### config.mk
export PLATFORM = sky130hd
export DESIGN_NAME = uart_rx_top
export DESIGN_NICKNAME = d
export VERILOG_FILES = /design/src/rtl/uart_rx_top.sv
export SDC_FILE = /design/constraint.sdc
export NUM_CORES = 1
export LEC_CHECK = 0
export BUFFER_PORTS_ARGS = -buffer_cell sky130_fd_sc_hd__buf_4
export CAP_MARGIN = 20
export CORE_ASPECT_RATIO = 1.2
export CORE_MARGIN = 1.5
export CORE_UTILIZATION = 45
export CTS_CLUSTER_DIAMETER = 80
export DETAILED_ROUTE_END_ITERATION = 16
export PLACE_DENSITY = 0.65
export SLEW_MARGIN = 20
export SYNTH_ARGS = -nofsm -noshare
export SYNTH_HDL_FRONTEND = slang
export SYNTH_SLANG_ARGS = --single-unit
### constraint.sdc
create_clock -name clk -period 2.96 [get_ports clk]
set_clock_uncertainty 0.1 [all_clocks]
set_input_delay 0.592 -clock clk [delete_from_list [all_inputs] [get_ports clk]]
set_output_delay 0.592 -clock clk [all_outputs]
set_load 0.05 [all_outputs]
### src/rtl/uart_rx_top.sv
// 16x-oversampling UART receiver (8N1) with programmable baud prescaler.
// Define UART_RX_FRAME_ERR_EN to add a frame_err pulse output for bad stop bits.
module uart_rx_top #(
  parameter int DIV_W = 16,
  parameter int OVS   = 16
) (
  input  logic             clk,
  input  logic             rst,
  input  logic [DIV_W-1:0] baud_div,
  input  logic             rx,
  output logic [7:0]       rx_data,
  output logic             rx_done,
  output logic             baud_tick_16x,
  output logic             baud_tick_1x
`ifdef UART_RX_FRAME_ERR_EN
  ,
  output logic             frame_err
`endif
);

  localparam logic [3:0] OS_MID  = 4'(OVS / 2 - 1);
  localparam logic [3:0] OS_LAST = 4'(OVS - 1);

  typedef enum logic [1:0] {IDLE, START, DATA, STOP} state_t;

  logic [DIV_W-1:0] presc_cnt;
  logic [DIV_W-1:0] div_lim;
  logic [3:0]       tick_cnt;
  logic             rx_meta;
  logic             rx_sync;
  state_t           state;
  logic [3:0]       os_cnt;
  logic [2:0]       bit_cnt;
  logic [7:0]       shreg;

  // A divisor of 0 behaves like 1; >= lets a shrinking divisor wrap at once.
  assign div_lim = (baud_div == '0) ? '0 : baud_div - DIV_W'(1);

  always_ff @(posedge clk or posedge rst) begin
    if (rst) begin
      presc_cnt     <= '0;
      tick_cnt      <= '0;
      baud_tick_16x <= 1'b0;
      baud_tick_1x  <= 1'b0;
    end else if (presc_cnt >= div_lim) begin
      presc_cnt     <= '0;
      baud_tick_16x <= 1'b1;
      baud_tick_1x  <= (tick_cnt == 4'hF);
      tick_cnt      <= tick_cnt + 4'd1;
    end else begin
      presc_cnt     <= presc_cnt + DIV_W'(1);
      baud_tick_16x <= 1'b0;
      baud_tick_1x  <= 1'b0;
    end
  end

  always_ff @(posedge clk or posedge rst) begin
    if (rst) begin
      rx_meta <= 1'b1;
      rx_sync <= 1'b1;
    end else begin
      rx_meta <= rx;
      rx_sync <= rx_meta;
    end
  end

  always_ff @(posedge clk or posedge rst) begin
    if (rst) begin
      state     <= IDLE;
      os_cnt    <= '0;
      bit_cnt   <= '0;
      shreg     <= '0;
      rx_data   <= '0;
      rx_done   <= 1'b0;
`ifdef UART_RX_FRAME_ERR_EN
      frame_err <= 1'b0;
`endif
    end else begin
      rx_done   <= 1'b0;
`ifdef UART_RX_FRAME_ERR_EN
      frame_err <= 1'b0;
`endif
      if (baud_tick_16x) begin
        case (state)
          IDLE: begin
            if (!rx_sync) begin
              state  <= START;
              os_cnt <= '0;
            end
          end
          START: begin
            if (os_cnt == OS_MID) begin
              os_cnt  <= '0;
              bit_cnt <= '0;
              state   <= rx_sync ? IDLE : DATA;
            end else begin
              os_cnt <= os_cnt + 4'd1;
            end
          end
          DATA: begin
            if (os_cnt == OS_LAST) begin
              os_cnt  <= '0;
              shreg   <= {rx_sync, shreg[7:1]};
              bit_cnt <= bit_cnt + 3'd1;
              if (bit_cnt == 3'd7) state <= STOP;
            end else begin
              os_cnt <= os_cnt + 4'd1;
            end
          end
          STOP: begin
            if (os_cnt == OS_LAST) begin
              os_cnt <= '0;
              state  <= IDLE;
              if (rx_sync) begin
                rx_data <= shreg;
                rx_done <= 1'b1;
              end
`ifdef UART_RX_FRAME_ERR_EN
              else frame_err <= 1'b1;
`endif
            end else begin
              os_cnt <= os_cnt + 4'd1;
            end
          end
          default: state <= IDLE;
        endcase
      end
    end
  end

endmodule

# Yosys cells after proc, flatten, opt, wreduce, memory -nomap -nowiden
# Cells that the tools add are included.
# classes
n_eq_ne	12
reduce_logical	9
n_addsub	5
order_cmp	1
mux	22
# op_table
op	count
$mux 16	2
$add 16x1->16 const B	1
$ge 16x16->1	1
$logic_not 16->1	1
$sub 16x1->16 const B	1
$mux 2	6
$mux 4	3
$pmux 4 s3	1
$ne 2x2->1 const B	5
$add 4x1->4 const B	2
$eq 4x4->1 const B	2
$pmux 2 s4	1
$reduce_and 4->1	2
$mux 1	6
$mux 3	2
$pmux 3 s2	1
$reduce_and 6->1	1
$eq 2x2->1 const B	2
$eq 4x3->1 const B	1
$add 3x1->3 const B	1
$eq 3x3->1 const B	1
$reduce_and 3->1	1
$eq 2x1->1 const B	1
$logic_not 2->1	1
other kinds (3)	3
# word_totals
ff_bits	50
word_cells	61

# Depth between registers and ports, before layout
# depth
word_depth	4
depth_mapped	13
ltp_nobuf	11

# Worst setup path after synthesis
# Ideal clock, no wire load.
# synth_timing
path_kind	input -> register
from	input baud_div[5]
to	register tick_cnt[1]
setup_ps	125
path_stages	11
required_time_ps	2735
t_arrival_ps	3133
slack_ps	-398
n_path_buf	0
path_cell_list	or4_4 > and4bb_2 > nand2_1 > nor3_1 > a21oi_1 > ha_1 > nand4_1 > nor3_1 > a32oi_1 > nand2_1 > mux2_2
# synth_between
elab_chain_cells	3
# synth_rtl
element	line_no	rtl
from (decl)	9	input logic [DIV_W-1:0] baud_div,
$sub 16x1->16 or $logic_not 16->1 (tied branches)	37	assign div_lim = (baud_div == '0) ? '0 : baud_div - DIV_W'(1);
$mux 16 *	37	
$ge 16x16->1 *	45	end else if (presc_cnt >= div_lim) begin
to (signal assigned)	49	tick_cnt <= tick_cnt + 4'd1;
to (decl)	28	logic [3:0] tick_cnt;
# Mark *: on every way between the ends. The rest lies on a longest branch, timed or not.
# A chain may end at the register's enable or synchronous reset.

# Final worst setup path
# layout_timing
from	input baud_div[5]
to	register tick_cnt[3]
# The elaborated chain is that of the path after synthesis.

==> impl_metrics.toml <==
[timing]
rsz0062_at_grt = "yes"
relSlewSlack_pct = 69.26
worst_slack_ns = -0.1702
tightest_slew_ns = 0.4586
fmax_mhz = 319.5
finalMaxSlewViolations = 0
min_period_over_period_pct = 105.7
setup_viol = 21
min_period_ns = 3.130
finalHoldViolations = 0

[logic_synthesis]
syn_area_per_cell_um2 = 10.20
ys_seq_area_share_pct = 43.76
yosys_warnings = 0
synthSimpleGateAreaFrac_pct = 20.26
synth_edf_count = 0
synth_compound_gate_area_share_pct = 6.550
ys_ff_latch = 50
async_flop_share_pct = 100.0
synth_flop_cell = "dfrtp_1"
synthXorXnorAreaFrac_pct = 9.476
synthAdderAreaFrac_pct = 10.04
syn_inst = 281
synth.area.top_cells = "dfrtp_1 (42%), ha_1 (10%), mux2_2 (7.1%), xnor2_1 (4.9%), nand2_1 (4.7%)"
synth_top_area_share_pct = 41.92
synth_area_mm2 = 0.002865
syn_nets = 323
yosys.area.top_type = "dfrtp_1"
synth_top_family_by_area = "simple AND/OR/NAND/NOR gates"
synth.area.mux_share_pct = 7.773
synth.distinct_cells = 41

[run]
drv_cap = 0

[grt]
grt_pass1_wl_um = 9066
antenna_found_initial = 0
grt_overflow = 0
grt.total_usage_pct = 16.79
grt_max_degree = 24
grt_pass1_vias = 2037

[floorplan]
core_area_mm2 = 0.006090
rows = 31
ios = 30
die_y_um = 90.41
die_w_um = 75.84
start_util_pct = 47.05
dieArea_mm2 = 0.006857

[clock_network]
cts.sinks = 50
clk_latency_ns = 0.30
ctsRootBufferMaster = "clkbuf_8"
htree_levels = 2
clkTransAtPathRegs_ns = 0.09
cts_tree = "built"
clock_path_buffers = 2
numCtsBuffers = 5

[routing]
drt_wl_total_um = 5335
drt_drc_violations_left = 0
post_drt_wl_per_cell_um = 12.46
drtPass1Iterations = 4
ant_nets = 0
viasPerCell = 5.100
vias = 2183
drt-initial-drc-count = 42

[pwr]
peakVddDrop_v = 0.0002882
p_per_area_mw_per_mm2 = 557.6
p_total_mw = 2.027
p_leak_nw = 1.799

[worst_setup_path]
reg2reg_to = "tick_cnt[0]"
critPathMaxStageDelay_ns = 0.55
end_kind = "register"
cp.arrival_ns = 3.26
regToRegStartpoint = "presc_cnt[0]"
cp_slowest_cell = "or4_4"
path_class = "input pin to register"
startpoint = "baud_div[5]"
worst-r2r-cell-count = 9
required_ns = 3.09
critical_path.cell_chain = "buf_6 -> or4_4 -> and4bb_2 -> nand2_2 -> xnor2_1 -> nand2_1 -> ha_4 -> nand4_1 -> nor3_4 -> a32oi_2 -> buf_4 -> a21oi_2 -> xor2_1"
cp-endpoint = "tick_cnt[3]"
worstPathMaxFanout = 4
r2r_slack_ns = 0.86
startpoint_type = "input pin"

[final_layout]
fillCellCount = 545
syn2layout_area_growth_pct = 26.86
fin_nets = 387
final_core_util_pct = 59.69
final_area_mm2 = 0.003635
num_antenna_cells = 0
drive_gt1_share_pct = 33.24

[placement]
dpl_cell_area_mm2 = 0.003342
pre_cts_ws_ns = -0.5262
portBuffers = 29
dp_hpwl_um = 3959
place.gp.congestion = 0.7495

[outcome]
status = "finished with violations"
violations = "negative setup slack"

[hold_path]
hp-class = "input pin to async pin"
[per-layer routing]
layer	wire length (um)	global-route usage, %	part of all wire (%)
met2	2756	28.04	52
met1	2394	21.84	45
met3	117	2.679	2.2
met5	0	0	0
met4	67	4.911	1.3
[metrics by stage]
| step | hold slack (ns) | cells | TNS (ns) |
|---|---|---|---|
| 6_report | 0.1963 | 428 | -2.087 |
| 5_1_grt | 0.2334 | 428 | -5.240 |
| 4_1_cts | 0.2127 | 426 | -2.502 |
| 3_5_place_dp | 0.2562 | 409 | -10.26 |
| 3_3_place_gp | 0.2557 | 409 | -9.148 |
| 2_1_floorplan | 0.2452 | 281 | -2.016 |
[flip-flops by register name (all words and copies together), names as in the netlist, named ones only]
name           cells
baud_tick_16x      1
baud_tick_1x       1
bit_cnt            3
os_cnt             4
presc_cnt         16
rx_data            8
rx_done            1
rx_meta            1
rx_sync            1
shreg              8
state              1
tick_cnt           4
[layout make-up]
| class | instances | area (um^2) | area share (%) |
|---|---|---|---|
| Sequential cell | 50 | 1254 | 34.49 |
| Inverter | 8 | 30.03 | 0.8262 |
| Clock buffer | 5 | 68.82 | 1.893 |
| Multi-Input combinational cell | 217 | 1640 | 45.13 |
| Clock inverter | 3 | 43.79 | 1.205 |
| Timing Repair Buffer | 63 | 495.5 | 13.63 |
| Tap cell | 82 | 102.6 | 2.823 |
[worst max-delay path, delay by kind of cell]
kind                       cells  cell delay, ns
AOI/OAI and AO/OA              2            0.31
xor gates and xnor gates       2            0.29
adders and majority gates      1            0.28
buffers and inverters          2            0.27
and+or+nand+nor                6            1.51
[synthesized netlist by cell type (3+ instances only)]
cell type / instances
a21oi_1: 11
a31oi_1: 3
and3_1: 8
clkbuf_1: 4
dfrtp_1: 48
ha_1: 23
inv_1: 8
mux2_2: 18
nand2_1: 36
nand3_1: 9
nand4b_1: 3
nor2_1: 27
nor3_1: 6
o21ai_0: 11
xnor2_1: 16
xor2_1: 15
[cell usage in the layout (no fill, tap or decap), drive strengths merged, types with 2 or more instances in the layout]
master,count
mux2i,2
clkbuf,5
nand3b,2
nor2,27
o211ai,2
nor2b,2
o21ai,11
and3,8
dfstp,2
and3b,2
nor3,7
nand3,10
ha,23
and4,2
a31oi,3
inv,9
nand4b,3
nand4,2
dfrtp,48
xor2,15
a21oi,11
nor3b,2
buf,63
xnor2,16
nor4,3
mux2,18
nand2,36
[what timing repair did]
action,in CTS,in global routing
pin swaps,17,9
hold buffers,0,0
gates cloned,1,0
resized for setup,22,7
buffers inserted,9,4
endpoints found under the setup margin,21,22
[logic make-up after synthesis]
logic type                 count (synthesis)
muxes                                     20
adders and majority gates                 23
xor gates and xnor gates                  31
buffers and inverters                     14
AOI/OAI and AO/OA                         32
DFF                                       50
and+or+nand+nor                          111
[report_power, final]
| group | switching, mW | internal, mW |
|---|---|---|
| Sequential | 0.172 | 0.806 |
| Clock | 0.228 | 0.253 |
| Combinational | 0.271 | 0.297 |
| Total | 0.671 | 1.36 |
[worst min-delay path by stage]
stage | from | end | slack [ns] | cells past startpoint
4_1_cts | rst | os_cnt[3] | 0.21 | 2
3_3_place_gp | rx_meta | rx_sync | 0.26 | 0
5_1_grt | rst | os_cnt[3] | 0.23 | 2
2_1_floorplan | rx_meta | rx_sync | 0.25 | 0
6_report | rst | os_cnt[0] | 0.20 | 2
3_5_place_dp | rx_meta | rx_sync | 0.26 | 0
No activity file was read; power rests on OpenSTA's default activity.
